[src/rtl/sdram_read_arbiter_pkg.sv]
// Shared types and widths for the SDRAM read-port arbiter and its helper blocks.
package sdram_read_arbiter_pkg;

  typedef enum logic [1:0] {
    IDLE = 2'd0,
    REQ  = 2'd1,
    XFER = 2'd2
  } arb_state_t;

  localparam int SDRAM_ADDR_W = 28;
  localparam int SDRAM_SIZE_W = 32;
  localparam int SDRAM_DATA_W = 16;
  localparam int IDX_W        = 3;

  // Advance a requester index, wrapping from n-1 back to 0.
  function automatic logic [IDX_W-1:0] wrap_inc(input logic [IDX_W-1:0] idx,
                                                input int unsigned      n);
    if (32'(idx) == n - 1) return '0;
    return idx + 1'b1;
  endfunction

endpackage

[src/rtl/sdram_read_arbiter_rr_picker.sv]
// Combinational round-robin priority encoder: first set request at or after ptr,
// wrapping modulo NUM_REQ.
module sdram_read_arbiter_rr_picker
  import sdram_read_arbiter_pkg::*;
#(
  parameter int NUM_REQ = 4
) (
  input  logic [NUM_REQ-1:0] req,
  input  logic [IDX_W-1:0]   ptr,
  output logic               valid,
  output logic [IDX_W-1:0]   index
);

  always_comb begin
    int pos;
    valid = 1'b0;
    index = '0;
    pos   = 0;
    // Walk farthest-first so the nearest requester from ptr is the last writer.
    for (int k = NUM_REQ - 1; k >= 0; k--) begin
      pos = int'(ptr) + k;
      if (pos >= NUM_REQ) pos = pos - NUM_REQ;
      if (req[pos]) begin
        valid = 1'b1;
        index = pos[IDX_W-1:0];
      end
    end
  end

endmodule

[src/rtl/sdram_read_arbiter.sv]
// Round-robin arbiter sharing one SDRAM controller read port between NUM_REQ
// requesters; one owner per burst, released on burst end, NAK or first-fill timeout.
module sdram_read_arbiter
  import sdram_read_arbiter_pkg::*;
#(
  parameter int NUM_REQ = 4,
  parameter int TIMEOUT = 1023,
  parameter int TO_BITS = 10
) (
  input  logic                            clock,
  input  logic                            reset,
  input  logic [NUM_REQ-1:0]              req_req,
  input  logic [NUM_REQ*SDRAM_ADDR_W-1:0] req_addr,
  input  logic [NUM_REQ*SDRAM_SIZE_W-1:0] req_size,
  output logic [NUM_REQ-1:0]              req_ack,
  output logic [NUM_REQ-1:0]              req_nak,
  output logic [NUM_REQ-1:0]              req_fill,
  output logic [SDRAM_DATA_W-1:0]         req_data,
  output logic [SDRAM_ADDR_W-1:0]         sdram_addr,
  output logic                            sdram_req,
  output logic [SDRAM_SIZE_W-1:0]         sdram_size,
  input  logic                            sdram_ack,
  input  logic                            sdram_nak,
  input  logic                            sdram_fill,
  input  logic [SDRAM_DATA_W-1:0]         sdram_data,
  output logic                            busy,
  output logic [IDX_W-1:0]                owner
);

  localparam logic [TO_BITS-1:0] TO_LIMIT = TO_BITS'(TIMEOUT);
  localparam bit                 TO_EN    = (TIMEOUT != 0);

  arb_state_t              state, state_nx;
  logic [IDX_W-1:0]        ptr, ptr_nx, owner_nx, owner_next;
  logic [IDX_W-1:0]        pick_index;
  logic                    pick_valid;
  logic [SDRAM_ADDR_W-1:0] addr_nx;
  logic [SDRAM_SIZE_W-1:0] size_nx;
  logic                    req_nx;
  logic [TO_BITS-1:0]      count, count_nx;
  logic                    to_nak, to_nak_nx;
  logic                    active;
  logic [NUM_REQ-1:0]      owner_sel;

  sdram_read_arbiter_rr_picker #(
    .NUM_REQ (NUM_REQ)
  ) u_rr_picker (
    .req   (req_req),
    .ptr   (ptr),
    .valid (pick_valid),
    .index (pick_index)
  );

  assign owner_next = wrap_inc(owner, NUM_REQ);

  always_comb begin
    state_nx  = state;
    ptr_nx    = ptr;
    owner_nx  = owner;
    addr_nx   = sdram_addr;
    size_nx   = sdram_size;
    req_nx    = sdram_req;
    count_nx  = count;
    to_nak_nx = 1'b0;
    case (state)
      IDLE: begin
        if (pick_valid) begin
          owner_nx = pick_index;
          addr_nx  = req_addr[SDRAM_ADDR_W*int'(pick_index) +: SDRAM_ADDR_W];
          size_nx  = req_size[SDRAM_SIZE_W*int'(pick_index) +: SDRAM_SIZE_W];
          req_nx   = 1'b1;
          count_nx = '0;
          state_nx = REQ;
        end
      end
      REQ: begin
        // A refused or timed-out owner moves to the back of the rotation.
        if (sdram_nak) begin
          req_nx   = 1'b0;
          ptr_nx   = owner_next;
          state_nx = IDLE;
        end else if (sdram_fill) begin
          req_nx   = 1'b0;
          state_nx = XFER;
        end else if (sdram_ack) begin
          req_nx = 1'b0;
        end else if (TO_EN && count == TO_LIMIT) begin
          to_nak_nx = 1'b1;
          req_nx    = 1'b0;
          ptr_nx    = owner_next;
          state_nx  = IDLE;
        end else if (count != '1) begin
          count_nx = count + 1'b1;
        end
      end
      XFER: begin
        if (!sdram_fill) begin
          ptr_nx   = owner_next;
          state_nx = IDLE;
        end
      end
      default: state_nx = IDLE;
    endcase
  end

  always_ff @(posedge clock) begin
    if (reset) begin
      state      <= IDLE;
      ptr        <= '0;
      owner      <= '0;
      sdram_addr <= '0;
      sdram_size <= '0;
      sdram_req  <= 1'b0;
      count      <= '0;
      to_nak     <= 1'b0;
    end else begin
      state      <= state_nx;
      ptr        <= ptr_nx;
      owner      <= owner_nx;
      sdram_addr <= addr_nx;
      sdram_size <= size_nx;
      sdram_req  <= req_nx;
      count      <= count_nx;
      to_nak     <= to_nak_nx;
    end
  end

  always_comb begin
    owner_sel = '0;
    for (int i = 0; i < NUM_REQ; i++) owner_sel[i] = (owner == IDX_W'(i));
  end

  // Controller handshakes reach only the owner; the timeout NAK lands one cycle
  // after the decision, when the FSM is already back in IDLE.
  assign active   = (state == REQ) || (state == XFER);
  assign req_ack  = owner_sel & {NUM_REQ{sdram_ack & active}};
  assign req_fill = owner_sel & {NUM_REQ{sdram_fill & active}};
  assign req_nak  = owner_sel & {NUM_REQ{(sdram_nak & active) | to_nak}};
  assign req_data = sdram_data;
  assign busy     = (state != IDLE);

endmodule

[config.mk]
export PLATFORM = sky130hd
export DESIGN_NAME = sdram_read_arbiter
export DESIGN_NICKNAME = d
export VERILOG_FILES = /design/src/rtl/sdram_read_arbiter_pkg.sv /design/src/rtl/sdram_read_arbiter_rr_picker.sv /design/src/rtl/sdram_read_arbiter.sv
export SDC_FILE = /design/constraint.sdc
export NUM_CORES = 1
export LEC_CHECK = 0
export ABC_AREA = 1
export CAP_MARGIN = 30
export CELL_PAD_IN_SITES_DETAIL_PLACEMENT = 0
export CELL_PAD_IN_SITES_GLOBAL_PLACEMENT = 1
export CORE_UTILIZATION = 23
export DETAILED_ROUTE_END_ITERATION = 12
export PLACE_DENSITY = 0.87
export SLEW_MARGIN = 10
export SYNTH_ARGS = -nofsm -noshare
export SYNTH_HDL_FRONTEND = slang
export SYNTH_SLANG_ARGS = --single-unit
[constraint.sdc]
create_clock -name clock -period 2.2 [get_ports clock]
set_input_delay 0.44 -clock clock [delete_from_list [all_inputs] [get_ports clock]]
set_output_delay 0.44 -clock clock [all_outputs]
set_load 0.02 [all_outputs]
* Word-level counts from Yosys, hierarchy flattened
Cells that the tools add are included.
** Word-level totals
- Flip-flop bits (word level) :: 80
- Input port bits :: 265
- Output and inout bits :: 93
** Cells by class
- Add/sub/neg operators :: 9
- $mul :: 1
- $lt $le $gt $ge :: 8
- Equal/unequal tests :: 20
- Shift operators :: 2
- Multiplexer cells :: 54
- Bitwise operators :: 8
- Reductions and logical operators :: 12
** Operators with widths (number)
- 32-bit by 4-bit less-than comparator with 1-bit output (second input constant) :: 4
- 32-bit 2-to-1 mux :: 4
- 128-bit by 9-bit variable part select with 32-bit output :: 1
- 112-bit by 9-bit variable part select with 28-bit output :: 1
- 32-bit by 4-bit greater-or-equal comparator with 1-bit output (second input constant) :: 3
- 32-bit by 4-bit subtractor with 32-bit output (second input constant) :: 3
- 10-bit 2-to-1 mux :: 6
- 3-bit 2-to-1 mux :: 11
- 10-bit one-hot mux with 2 select lines :: 1
- 1-bit 2-to-1 mux :: 19
- 2-bit inequality test (second input constant) :: 7
- 4-bit AND :: 3
- 2-bit 2-to-1 mux :: 6
- 10-bit by 1-bit adder with 10-bit output (second input constant) :: 1
- 10-bit equality test (second input constant) :: 1
- 10-bit inequality test (second input constant) :: 1
- 3-bit inequality test (second input constant) :: 3
- 3-bit by 2-bit adder with 4-bit output (second input constant) :: 2
- 1-bit binary-select mux with 2-bit select :: 4
- 4-bit inequality test (second input constant) :: 2
- 7-bit AND reduction :: 1
- 3-bit by 2-bit equality test with 1-bit output (second input constant) :: 2
- 3-bit by 3-bit multiplier with 6-bit output (first input constant) :: 1
- 2-bit one-hot mux with 3 select lines :: 1
- other kinds (22) :: 26

* Depth between registers and ports, before layout
Gate-level depths: netlist of the first run.
- Depth after elaboration :: 12
- Mapped depth :: 18

* Modules after synthesis
Synthesis of the first run repeated with hierarchy kept, for this count alone.
** Unflattened totals
- Cells, all modules :: 950
- Area, all modules :: 5701.7 um^2
** Modules (own cells, without submodules)
- sdram_read_arbiter :: times used 1, cells an instance 889, area each 5321.4 um^2
- sdram_read_arbiter_rr_picker :: times used 1, cells an instance 61, area each 380.4 um^2

* Least setup slack after synthesis of the first run
Ideal clock, no wire load.
- Path type :: flip-flop to flip-flop
- Start point :: reg ptr[1]
- End point :: reg sdram_addr[4]
- Library setup time :: 0.132 ns
- Data arrival time :: 1.963 ns
- Data required time :: 2.068 ns
- Slack :: 0.105 ns
- Cell stages (with the launch flop) :: 17
- Path buffers :: 2
- Clock period less this slack :: 2.095 ns
- Cell sequence :: dfxtp_1 > inv_1 > ha_1 > inv_1 > nand3_1 > nand2_1 > inv_2 > nand2_2 > nand2_1 > nand2_2 > buf_2 > buf_2 > nand3_1 > nand3_1 > nand2_1 > nand2_1 > a21oi_1
** On the way
- Word-level cells in the longest chain between the ends :: 12
- Elaborated cells on any way between the ends :: 38
- Those cells by class :: add/sub: 7; mul: 1; order compare: 4; shift: 1; mux: 24; reduce/logical: 1
** Ends and longest elaborated chain
- from (decl) :: line sdram_read_arbiter.sv:34 : logic [IDX_W-1:0] ptr, ptr_nx, owner_nx, owner_next;
- from (signal assigned) :: line sdram_read_arbiter.sv:118 : ptr <= ptr_nx;
- 3-bit by 2-bit adder with 4-bit output :: line sdram_read_arbiter_rr_picker.sv:21 : pos = int'(ptr) + k;
- 32-bit by 4-bit subtractor with 32-bit output / 32-bit by 4-bit greater-or-equal comparator with 1-bit output (equally long branches) :: line sdram_read_arbiter_rr_picker.sv:22 : if (pos >= NUM_REQ) pos = pos - NUM_REQ;
- 32-bit 2-to-1 mux :: line sdram_read_arbiter_rr_picker.sv:22
- 1-bit binary-select mux with 2-bit select :: line sdram_read_arbiter_rr_picker.sv:23 : if (req[pos]) begin
- 1-bit 2-to-1 mux (not written as such) (2 in a row) :: line sdram_read_arbiter_rr_picker.sv:23
- 3-bit 2-to-1 mux (4 in a row) :: line sdram_read_arbiter_rr_picker.sv:23
- 3-bit by 3-bit multiplier with 6-bit output :: line sdram_read_arbiter.sv:69 : addr_nx = req_addr[SDRAM_ADDR_W*int'(pick_index) +: SDRAM_ADDR_W];
- 112-bit by 9-bit variable part select with 28-bit output :: line sdram_read_arbiter.sv:69
- to (signal assigned) :: line sdram_read_arbiter.sv:120 : sdram_addr <= addr_nx;
- to (decl) :: line sdram_read_arbiter.sv:19 : output logic [SDRAM_ADDR_W-1:0] sdram_addr,
Several ways; a longest one is shown, not always the timed one. The select of a mux whose other input is x is not followed.
A chain may end at the register's enable or synchronous reset.

* Final worst setup path of the first run
- Start point :: reg state[0]
- End point :: out req_nak[0]
** On the way
- Word-level cells in the longest chain between the ends :: 5
- Elaborated cells on any way between the ends :: 6
- Those cells by class :: eq/ne: 2; bitwise: 3; reduce/logical: 1
** Ends and longest elaborated chain
- from (decl) :: line sdram_read_arbiter.sv:33 : arb_state_t state, state_nx;
- from (signal assigned) :: line sdram_read_arbiter.sv:117 : state <= state_nx;
- 2-bit by 1-bit equality test with 1-bit output / 2-bit equality test (equally long branches) :: line sdram_read_arbiter.sv:135 : assign active = (state == REQ) || (state == XFER);
- 1-bit logical OR * :: line sdram_read_arbiter.sv:135
- 1-bit AND * :: line sdram_read_arbiter.sv:138 : assign req_nak = owner_sel & {NUM_REQ{(sdram_nak & active) | to_nak}};
- 1-bit bitwise OR * :: line sdram_read_arbiter.sv:138
- 4-bit AND * :: line sdram_read_arbiter.sv:138
- to (decl) :: line sdram_read_arbiter.sv:16 : output logic [NUM_REQ-1:0] req_nak,
Mark *: on every way between the ends. The rest lies on a longest branch, timed or not.

==> results of run 1 <==
## power breakdown
group | switching (mW) | internal, mW
Sequential | 0.222 | 1.87
Clock | 0.628 | 0.768
Combinational | 9.22 | 7.49
Total | 10.1 | 10.1
## cell type report
| class | count | share of cell area (%) |
|---|---|---|
| clock inverter | 4 | 0.256 |
| multi-input combinational | 785 | 34.1 |
| sequential | 80 | 13.1 |
| antenna | 1 | 0.0205 |
| inverter | 266 | 8.21 |
| tap | 384 | 3.93 |
| clock buffer | 12 | 1.94 |
| timing repair buffer | 425 | 38.5 |
## path summary, 6_finish.rpt
| kind | from | to | slack, ps |
|---|---|---|---|
| setup / recovery | state[0] | req_nak[0] | 10 |
| hold reg to reg | sdram_size[24] | sdram_size[24] | 460 |
| setup reg to reg | ptr[0] | sdram_size[30] | 30 |
| hold / removal | sdram_size[24] | sdram_size[24] | 460 |
## registers in the layout, indices dropped and copies added, names as in the netlist
register / flops
sdram_size: 32
owner: 3
sdram_req: 1
sdram_addr: 28
state: 2
count: 10
ptr: 3
to_nak: 1
## worst min-delay path, cell delays in order, from the launching register on
cell     delay (ps)
dfxtp_1         310
nand2_1          60
a21oi_1          50
## layout by cell type, fill, tap and decap left out, types with 2 or more instances in the layout
| master | netlist | layout |
|---|---|---|
| dfxtp_2 | 0 | 2 |
| or2_2 | 2 | 2 |
| a21oi_2 | 0 | 17 |
| inv_1 | 262 | 255 |
| ha_1 | 15 | 14 |
| o21ai_0 | 12 | 10 |
| clkdlybuf4s50_1 | 0 | 307 |
| buf_12 | 0 | 20 |
| buf_8 | 0 | 4 |
| xor2_1 | 6 | 6 |
| a21oi_4 | 1 | 2 |
| nand4_1 | 2 | 2 |
| clkbuf_1 | 17 | 3 |
| a211oi_1 | 2 | 2 |
| buf_16 | 0 | 5 |
| a31oi_1 | 2 | 2 |
| nand2_1 | 353 | 323 |
| xnor2_1 | 3 | 3 |
| clkbuf_16 | 0 | 25 |
| nor2_2 | 2 | 2 |
| nor3_1 | 4 | 3 |
| nand3_1 | 255 | 224 |
| buf_4 | 18 | 41 |
| clkbuf_2 | 0 | 7 |
| nand2_4 | 0 | 11 |
| nand3_2 | 3 | 32 |
| buf_6 | 4 | 13 |
| a21oi_1 | 80 | 62 |
| dlymetal6s2s_1 | 0 | 3 |
| nand2_2 | 7 | 24 |
| dfxtp_1 | 80 | 78 |
| dlygate4sd2_1 | 0 | 6 |
| inv_2 | 3 | 9 |
| inv_4 | 1 | 2 |
| clkinvlp_4 | 0 | 3 |
| nor2_1 | 26 | 25 |
| nand2_8 | 0 | 5 |
| nand3_4 | 0 | 2 |
## per-stage QoR
stage | utilization, % | worst slack, ps
3_5_place_dp | 37.0 | -437
5_1_grt | 42.3 | -86.1
2_1_floorplan | - | 105
6_report | 42.3 | 9.54
3_3_place_gp | 37.0 | -344
4_1_cts | 38.5 | 1.04
## cells by family (layout without fill, tap and decap cells)
kind of cell	Yosys count	after routing	share of synthesized area, %
adders and majority gates	15	15	2.77
buffers and inverters	357	707	22.2
and+or+nand+nor	657	660	42.3
AOI/OAI and AO/OA	101	101	7.94
xor gates and xnor gates	9	9	1.16
other	0	1	0
DFF	80	80	23.6
## repair_timing
item / CTS / global route
setup endpoints to repair: 61 / 87
gates resized for setup: 30 / 135
setup buffers: 1 / 10
pin swaps: 5 / 38
gates cloned: 4 / 27
## per-layer routing
| layer | part of all wire [%] | global-route usage, % | vias to the layer above |
|---|---|---|---|
| met4 | 2.8 | 5.99 | 2 |
| met5 | 0.038 | 0 | - |
| li1 | - | - | 4416 |
| met2 | 47 | 29.3 | 323 |
| met3 | 5.9 | 3.95 | 53 |
| met1 | 44 | 21.1 | 3955 |
==> impl_metrics.py, run 1 <==
metrics = {
    "status": {
        "outcome": "completed",
    },
    "global_routing": {
        "grt_pass1_wl_um": 41500,
        "grt_usage_pct": 17.2,
        "grt_max_degree": 62,
        "grt_antenna_before_repair": 2,
        "grt_pass1_vias": 8108,
        "grt-ovfl-total": 0,
    },
    "timing": {
        "rsz0062_at_grt": "true",
        "fin_crit_ps": 2190,
        "setup_viol": 0,
        "slew_headroom_pct": 66.2,
        "slew_violations": 0,
        "hold_viol": 0,
        "worst_slew_pin_slew_ps": 507,
        "tns_ps": 0,
        "maxClockFrequency_mhz": 457,
        "whs_ps": 465,
        "finalCritPeriodShare_pct": 99.6,
        "finClkSkew_ps": 7.00,
    },
    "cts": {
        "numCtsBuffers": 9,
        "clkLatencyLatePin_ps": 340,
        "cts_hold_buf": 0,
        "cts_max_path_buffers": 2,
        "cts_root_buffer": "clkbuf_16",
        "cts_tree": "yes",
        "path_clk_slew_ps": 60,
        "cts_sinks": 80,
        "cts-htree-levels": 3,
    },
    "critical_path": {
        "cp_num_cells": 5,
        "worst-path-buf-inv": 2,
        "worstPathCellList": "inv_1 -> ha_1 -> a21oi_2 -> nor2_1 -> dlygate4sd2_1",
        "crit_family": "buffers and inverters",
        "crit_slowest_cell": "ha_1",
        "critPathKind": "reg2out",
        "crit_required_ps": 1760,
        "cpPeakStageDelay_ps": 370,
        "crit_fanout": 4,
        "cp-start-kind": "register",
        "worstSetupEndpointType": "output pin",
        "critPathArrivalTime_ps": 1750,
        "r2r_cells": 15,
    },
    "synthesis": {
        "synth_nets": 1499,
        "ys.flop_type": "dfxtp_1",
        "synth_commonest_cells": "nand2_1 (353), inv_1 (262), nand3_1 (255)",
        "synth_area_mm2": 0.00677,
        "syn_area_per_cell_um2": 5.56,
        "synth_area_leaders": "dfxtp_1 (24%), nand2_1 (20%), nand3_1 (19%)",
        "yosysWarnings": 0,
        "postSynthCellCount": 1219,
        "synthArstFlopShare_pct": 0,
        "synth.most_common_cell": "nand2_1",
        "synth_top_area_cell": "dfxtp_1",
        "yosysSeqAreaShare_pct": 23.6,
        "yosys.cell_types.count": 32,
        "synth_edf_count": 0,
        "synth_top_area_share_pct": 23.6,
        "synth_seq_cells": 80,
    },
    "finish": {
        "stdcell_count": 1957,
        "synthToLayoutAreaGrowth_pct": 80.4,
        "design_area_mm2": 0.0122,
        "seqCellArea_mm2": 0.00160,
        "fillCellCount": 3009,
        "multiInputGateArea_mm2": 0.00416,
        "nNetsFinal": 1847,
        "layout-drive-gt1-share_pct": 15.1,
    },
    "die": {
        "row_count": 62,
        "die_h_um": 174,
        "die_x_um": 174,
        "ios": 358,
        "core_area_mm2": 0.0289,
        "die_area_mm2": 0.0301,
        "start_util_pct": 23.5,
    },
    "placement": {
        "gp_congestion": 0.889,
        "dp.final_hpwl_um": 20300,
        "dp.cells": 1898,
        "place_area_mm2": 0.0107,
        "port-buffer-count": 325,
    },
    "routing": {
        "drc": 0,
        "routed_wl_um": 31700,
        "viasPerCell": 4.47,
        "antenna_left": 0,
        "drtIter0Drc": 421,
        "dr.pass1.iters": 5,
        "vias": 8749,
        "wl_per_cell_um": 16.2,
    },
    "power_and_ir_drop": {
        "p_leak_nw": 6.07,
        "p_per_area_mw_per_mm2": 1650,
        "vdd_ir_drop_max_uv": 1180,
        "finalPower_mw": 20.2,
    },
    "min_path": {
        "min_path_type": "reg2reg",
        "timing.hold.worst_path_depth": 2,
    },
    "job": {
        "maxCapViolations": 0,
    },
}
Power figures use the tool's default switching activity.
==> run 2, diff against run 1 <==
--- a/config.mk
+++ b/config.mk
@@ -9,6 +9,7 @@
 export CAP_MARGIN = 30
 export CELL_PAD_IN_SITES_DETAIL_PLACEMENT = 0
 export CELL_PAD_IN_SITES_GLOBAL_PLACEMENT = 1
+export CORE_MARGIN = 1.5
 export CORE_UTILIZATION = 23
 export DETAILED_ROUTE_END_ITERATION = 12
 export PLACE_DENSITY = 0.87
==> run 2 against run 1 <==
Compared with the run above: via count grew 0.62%; global-route usage grew 0.82 points; maximum frequency grew 3.0%; critical path type is now in2reg; critical endpoint is now sdram_addr[19].
==> impl_metrics.py, run 2 (synthesized netlist as in run 1, its figures left out) <==
metrics = {
    "critical_path": {
        "r2r_cells": 15,
        "cp-start-kind": "input port",
        "crit_slowest_cell": "clkdlybuf4s50_1",
        "critPathArrivalTime_ps": 2410,
        "crit_required_ps": 2490,
        "r2r_start": "ptr[0]",
        "crit_fanout": 7,
        "crit_path_frequent_cell": "nand2_1",
        "worstSetupEndpointType": "register",
        "critPathKind": "in2reg",
        "cpPeakStageDelay_ps": 460,
        "worstPathCellList": "clkdlybuf4s50_1 -> inv_1 -> nand2_2 -> nand2_1 -> and2_4 -> nor2_4 -> nand3_4 -> buf_12 -> clkbuf_16 -> buf_4 -> nand3_1 -> nand3_1 -> nand2_1 -> nand2_1 -> a21oi_2",
        "reg2reg_slack_ps": 80,
        "r2r_end": "sdram_addr[6]",
    },
    "timing": {
        "whs_ps": 461,
        "finClkSkew_ps": 10.1,
        "slew_violations": 0,
        "slew_headroom_pct": 73.7,
        "finalCritPeriodShare_pct": 96.6,
        "rsz0062_at_grt": "true",
        "hold_viol": 0,
        "setup_viol": 0,
        "maxClockFrequency_mhz": 470,
        "worst_slew_pin_slew_ps": 394,
        "fin_crit_ps": 2130,
    },
    "finish": {
        "nNetsFinal": 1836,
        "stdcell_count": 1947,
        "layout_commonest_cell": "nand2_1",
        "synthToLayoutAreaGrowth_pct": 79.2,
        "top_register": "sdram_size",
        "reg.largest.list": "sdram_size (32), sdram_addr (28), count (10)",
        "largest_register_ffs": 32,
        "final_cell_mix": "nand2_1 (332), clkdlybuf4s50_1 (310), inv_1 (256)",
        "layout-drive-gt1-share_pct": 12.9,
    },
    "die": {
        "core_area_mm2": 0.0289,
        "start_util_pct": 23.5,
        "die_area_mm2": 0.0305,
        "die_h_um": 175,
        "row_count": 62,
        "die_x_um": 175,
        "ios": 358,
    },
    "global_routing": {
        "grt_pass1_vias": 8302,
        "grt_pass1_wl_um": 43700,
        "grt_max_degree": 41,
        "grt_usage_pct": 18.0,
        "grt_antenna_before_repair": 3,
        "grt-ovfl-total": 0,
    },
    "min_path": {
        "hp-start": "sdram_size[24]",
        "whs_endpoint": "sdram_size[24]",
        "timing.hold.worst_path_depth": 2,
        "min_path_type": "reg2reg",
    },
    "cts": {
        "cts_tree": "yes",
        "cts_root_buffer": "clkbuf_16",
        "cts_max_path_buffers": 2,
        "path_clk_slew_ps": 70,
        "cts-htree-levels": 3,
        "clkLatencyLatePin_ps": 350,
        "cts_hold_buf": 0,
        "cts_sinks": 80,
        "numCtsBuffers": 9,
    },
    "routing": {
        "antenna_left": 0,
        "viasPerCell": 4.52,
        "routed_wl_um": 32500,
        "drtIter0Drc": 540,
        "dr.pass1.iters": 5,
        "wl_per_cell_um": 16.7,
        "drc": 0,
        "vias": 8803,
    },
    "placement": {
        "dp.final_hpwl_um": 20100,
        "gp_congestion": 0.870,
        "dp.cells": 1886,
        "port-buffer-count": 325,
    },
    "power_and_ir_drop": {
        "p_leak_nw": 5.98,
        "p_per_area_mw_per_mm2": 1690,
        "vdd_ir_drop_max_uv": 739,
    },
    "status": {
        "outcome": "completed",
    },
    "job": {
        "maxCapViolations": 0,
    },
}
[run 2: changes by cell type in the layout (fill, tap and decap cells not counted), sizes merged, moves of 2 or more]
cell,previous run,this run
buf,84,70
clkdlybuf4s50,307,310
dlygate4sd2,6,9
dlymetal6s2s,3,1
[run 2: worst max-delay path by stage]
stage,startpoint,endpoint,slack (ps)
2_1_floorplan,ptr[1],sdram_addr[4],100
3_3_place_gp,req_req[3],count[6],-360
3_5_place_dp,req_req[3],count[1],-370
4_1_cts,ptr[1],sdram_addr[26],10
5_1_grt,ptr[0],sdram_addr[19],-40
6_report,req_req[2],sdram_addr[19],70
[run 2: worst max-delay path: cells and delay by family]
family                 cells  cell delay (ps)
AO/OA/AOI/OAI              1              110
AND/OR/NAND/NOR            9              840
buffers and inverters      5             1010
[run 2: power breakdown]
group | internal, mW | leakage (nW) | switching (mW) | total [mW]
clock | 0.943 | 0.141 | 0.669 | 1.61
sequential | 1.87 | 0.659 | 0.240 | 2.11
combinational | 7.53 | 5.18 | 9.22 | 16.8
total | 10.3 | 5.98 | 10.1 | 20.5
[run 2: through the flow]
step | setup WS [ps] | TNS, ps | area [um2] | util (%) | power (mW)
floorplan | 105 | 0 | 6770 | - | 9.67
global placement | -362 | -16350 | 10600 | 36.7 | 13.7
detailed placement | -375 | -20370 | 10600 | 36.7 | 13.9
CTS | 13.5 | 0 | 11200 | 38.7 | 16.8
global route | -38.6 | -387 | 12100 | 42.0 | 22.1
finish | 74.3 | 0 | 12100 | 42.1 | 20.5
[run 2: final cells by class]
class	instances	area, um2
timing repair buffer	414	4640
fill	3024	16700
clock inverter	4	52.6
tap	384	480
clock buffer	12	256
antenna	2	5.00
multi-input combinational	785	4090
inverter	266	1010
sequential	80	1610
[run 2: routing by layer]
layer	share of wire, %	GRT usage, %	wire (um)	vias to the layer above
li1	-	-	-	4398
met1	44	22.4	14200	4036
met2	47	30.6	15200	319
met3	7.1	5.05	2300	48
met4	2.4	4.52	778	2
met5	0.034	0	11	-
[run 2: timing repair]
| action | 4_1_cts | 5_1_grt |
|---|---|---|
| setup endpoints to repair | 77 | 87 |
| gates cloned | 5 | 26 |
| setup buffers | 4 | 10 |
| pin swaps | 5 | 30 |
| gates resized for setup | 35 | 94 |
==> run 3, diff against run 2 <==
--- a/config.mk
+++ b/config.mk
@@ -13,6 +13,7 @@
 export CORE_UTILIZATION = 23
 export DETAILED_ROUTE_END_ITERATION = 12
 export PLACE_DENSITY = 0.87
+export SETUP_SLACK_MARGIN = 0.15
 export SLEW_MARGIN = 10
 export SYNTH_ARGS = -nofsm -noshare
 export SYNTH_HDL_FRONTEND = slang
==> run 3 against run 2 <==
Compared with the run above: maximum frequency is 1.8% higher; sequential share of layout area down 0.28 points; clock power down 6%; routed wire length decreased by 3.6%; die area unchanged; utilization grew 1.0 points.
==> impl_metrics.py, run 3 (synthesized netlist as in run 1, its figures left out) <==
metrics = {
    "critical_path": {
        "worstPathCellList": "inv_4 -> ha_4 -> inv_4 -> nand3_4 -> nand2_4 -> inv_4 -> nand2_4 -> nand3_4 -> buf_12 -> buf_12 -> buf_12 -> nand3_1 -> nand3_1 -> nand2_1 -> nand2_1 -> a21oi_1",
        "crit_fanout": 8,
        "cpPeakStageDelay_ps": 370,
        "crit_required_ps": 2410,
        "critPathKind": "reg2reg",
        "crit_slowest_cell": "dfxtp_4",
        "worstSetupEndpointType": "register",
        "r2r_cells": 16,
        "critPathArrivalTime_ps": 2300,
        "cp-start-kind": "register",
    },
    "finish": {
        "design_area_mm2": 0.0124,
        "synthToLayoutAreaGrowth_pct": 83.5,
        "layout-drive-gt1-share_pct": 16.4,
        "reg.largest.list": "sdram_size (32), sdram_addr (28), count (10)",
        "layout_commonest_cell": "nand2_1",
        "final_cell_mix": "nand2_1 (325), clkdlybuf4s50_1 (307), inv_1 (253)",
        "nNetsFinal": 1838,
        "num_antenna_cells": 0,
        "top_register": "sdram_size",
        "largest_register_ffs": 32,
    },
    "routing": {
        "viasPerCell": 4.52,
        "wl_per_cell_um": 16.1,
        "drc": 0,
        "vias": 8796,
        "dr.pass1.iters": 5,
        "drtIter0Drc": 478,
        "antenna_left": 0,
        "routed_wl_um": 31300,
    },
    "cts": {
        "numCtsBuffers": 9,
        "clkLatencyLatePin_ps": 350,
        "cts-htree-levels": 3,
        "cts_max_path_buffers": 2,
        "cts_root_buffer": "clkbuf_16",
        "path_clk_slew_ps": 70,
        "cts_tree": "yes",
        "cts_sinks": 80,
        "cts_hold_buf": 0,
    },
    "die": {
        "die_x_um": 175,
        "start_util_pct": 23.5,
        "row_count": 62,
        "ios": 358,
        "die_h_um": 175,
        "die_area_mm2": 0.0305,
        "core_area_mm2": 0.0289,
    },
    "power_and_ir_drop": {
        "vdd_ir_drop_max_uv": 1050,
        "finalPower_mw": 20.8,
        "p_per_area_mw_per_mm2": 1670,
        "p_leak_nw": 6.16,
    },
    "global_routing": {
        "grt_usage_pct": 18.5,
        "grt_pass1_vias": 8028,
        "grt_max_degree": 44,
        "grt_antenna_before_repair": 1,
        "grt-ovfl-total": 0,
        "grt_pass1_wl_um": 44100,
    },
    "placement": {
        "dp.final_hpwl_um": 20900,
        "port-buffer-count": 325,
        "gp_congestion": 0.881,
        "place_area_mm2": 0.0106,
    },
    "timing": {
        "hold_viol": 0,
        "rsz0062_at_grt": "true",
        "finClkSkew_ps": 11.8,
        "finalCritPeriodShare_pct": 95.0,
        "setup_viol": 0,
        "worst_slew_pin_slew_ps": 534,
        "slew_headroom_pct": 64.4,
        "maxClockFrequency_mhz": 479,
        "tns_ps": 0,
        "slew_violations": 0,
        "fin_crit_ps": 2090,
    },
    "min_path": {
        "timing.hold.worst_path_depth": 2,
        "min_path_type": "reg2reg",
    },
    "status": {
        "outcome": "completed",
    },
    "job": {
        "maxCapViolations": 0,
    },
}
## run 3: where the power goes
group / switching [mW] / internal [mW] / leakage (nW) / total, mW
Clock: 0.706 / 0.814 / 0.146 / 1.52
Sequential: 0.235 / 1.87 / 0.659 / 2.11
Combinational: 9.17 / 7.95 / 5.36 / 17.1
Total: 10.1 / 10.6 / 6.16 / 20.8
## run 3: per-layer routing
metal / GRT usage, % / wire length (um)
met5: 0 / 17
met4: 5.09 / 774
met1: 23.3 / 13600
met2: 31.4 / 14900
met3: 4.22 / 2020
## run 3: area by class of cell
cell class              count  area [um2]
clock inverters             6        47.5
multi-input cells         783        4280
well taps                 384         480
inverters                 266        1010
flip-flops and latches     80        1610
fillers                  2960       16400
clock buffers              10         239
repair buffers            418        4760
## run 3: worst max-delay path: cells and delay by family (launching register included)
family / cells / cell delay, ps
fa+ha+maj: 1 / 280
buf+inv: 6 / 610
flops: 1 / 370
compound gates: 1 / 50
simple gates: 8 / 640
## run 3: final timing paths
| check | start | to | slack (ps) |
|---|---|---|---|
| worst max register to register | ptr[0] | sdram_addr[8] | 110 |
| worst min-delay path | sdram_size[23] | sdram_size[23] | 460 |
| worst min register to register | sdram_size[23] | sdram_size[23] | 460 |
| worst max-delay path | ptr[0] | sdram_addr[8] | 110 |
## run 3: metrics by stage
stage	hold slack, ps	utilization [%]	cells	setup WS [ps]
detailed placement	454	36.9	1890	-300
floorplan	462	-	1219	122
global placement	451	36.9	1890	-263
global route	475	43.1	1947	11.2
CTS	465	39.6	1925	51.1
finish	463	43.1	1947	111
## run 3: repair_timing
item | 4_1_cts | 5_1_grt
buffers inserted | 9 | 5
pin swaps | 6 | 52
cloned | 10 | 17
resized for setup | 95 | 140
endpoints found under the setup margin | 86 | 83
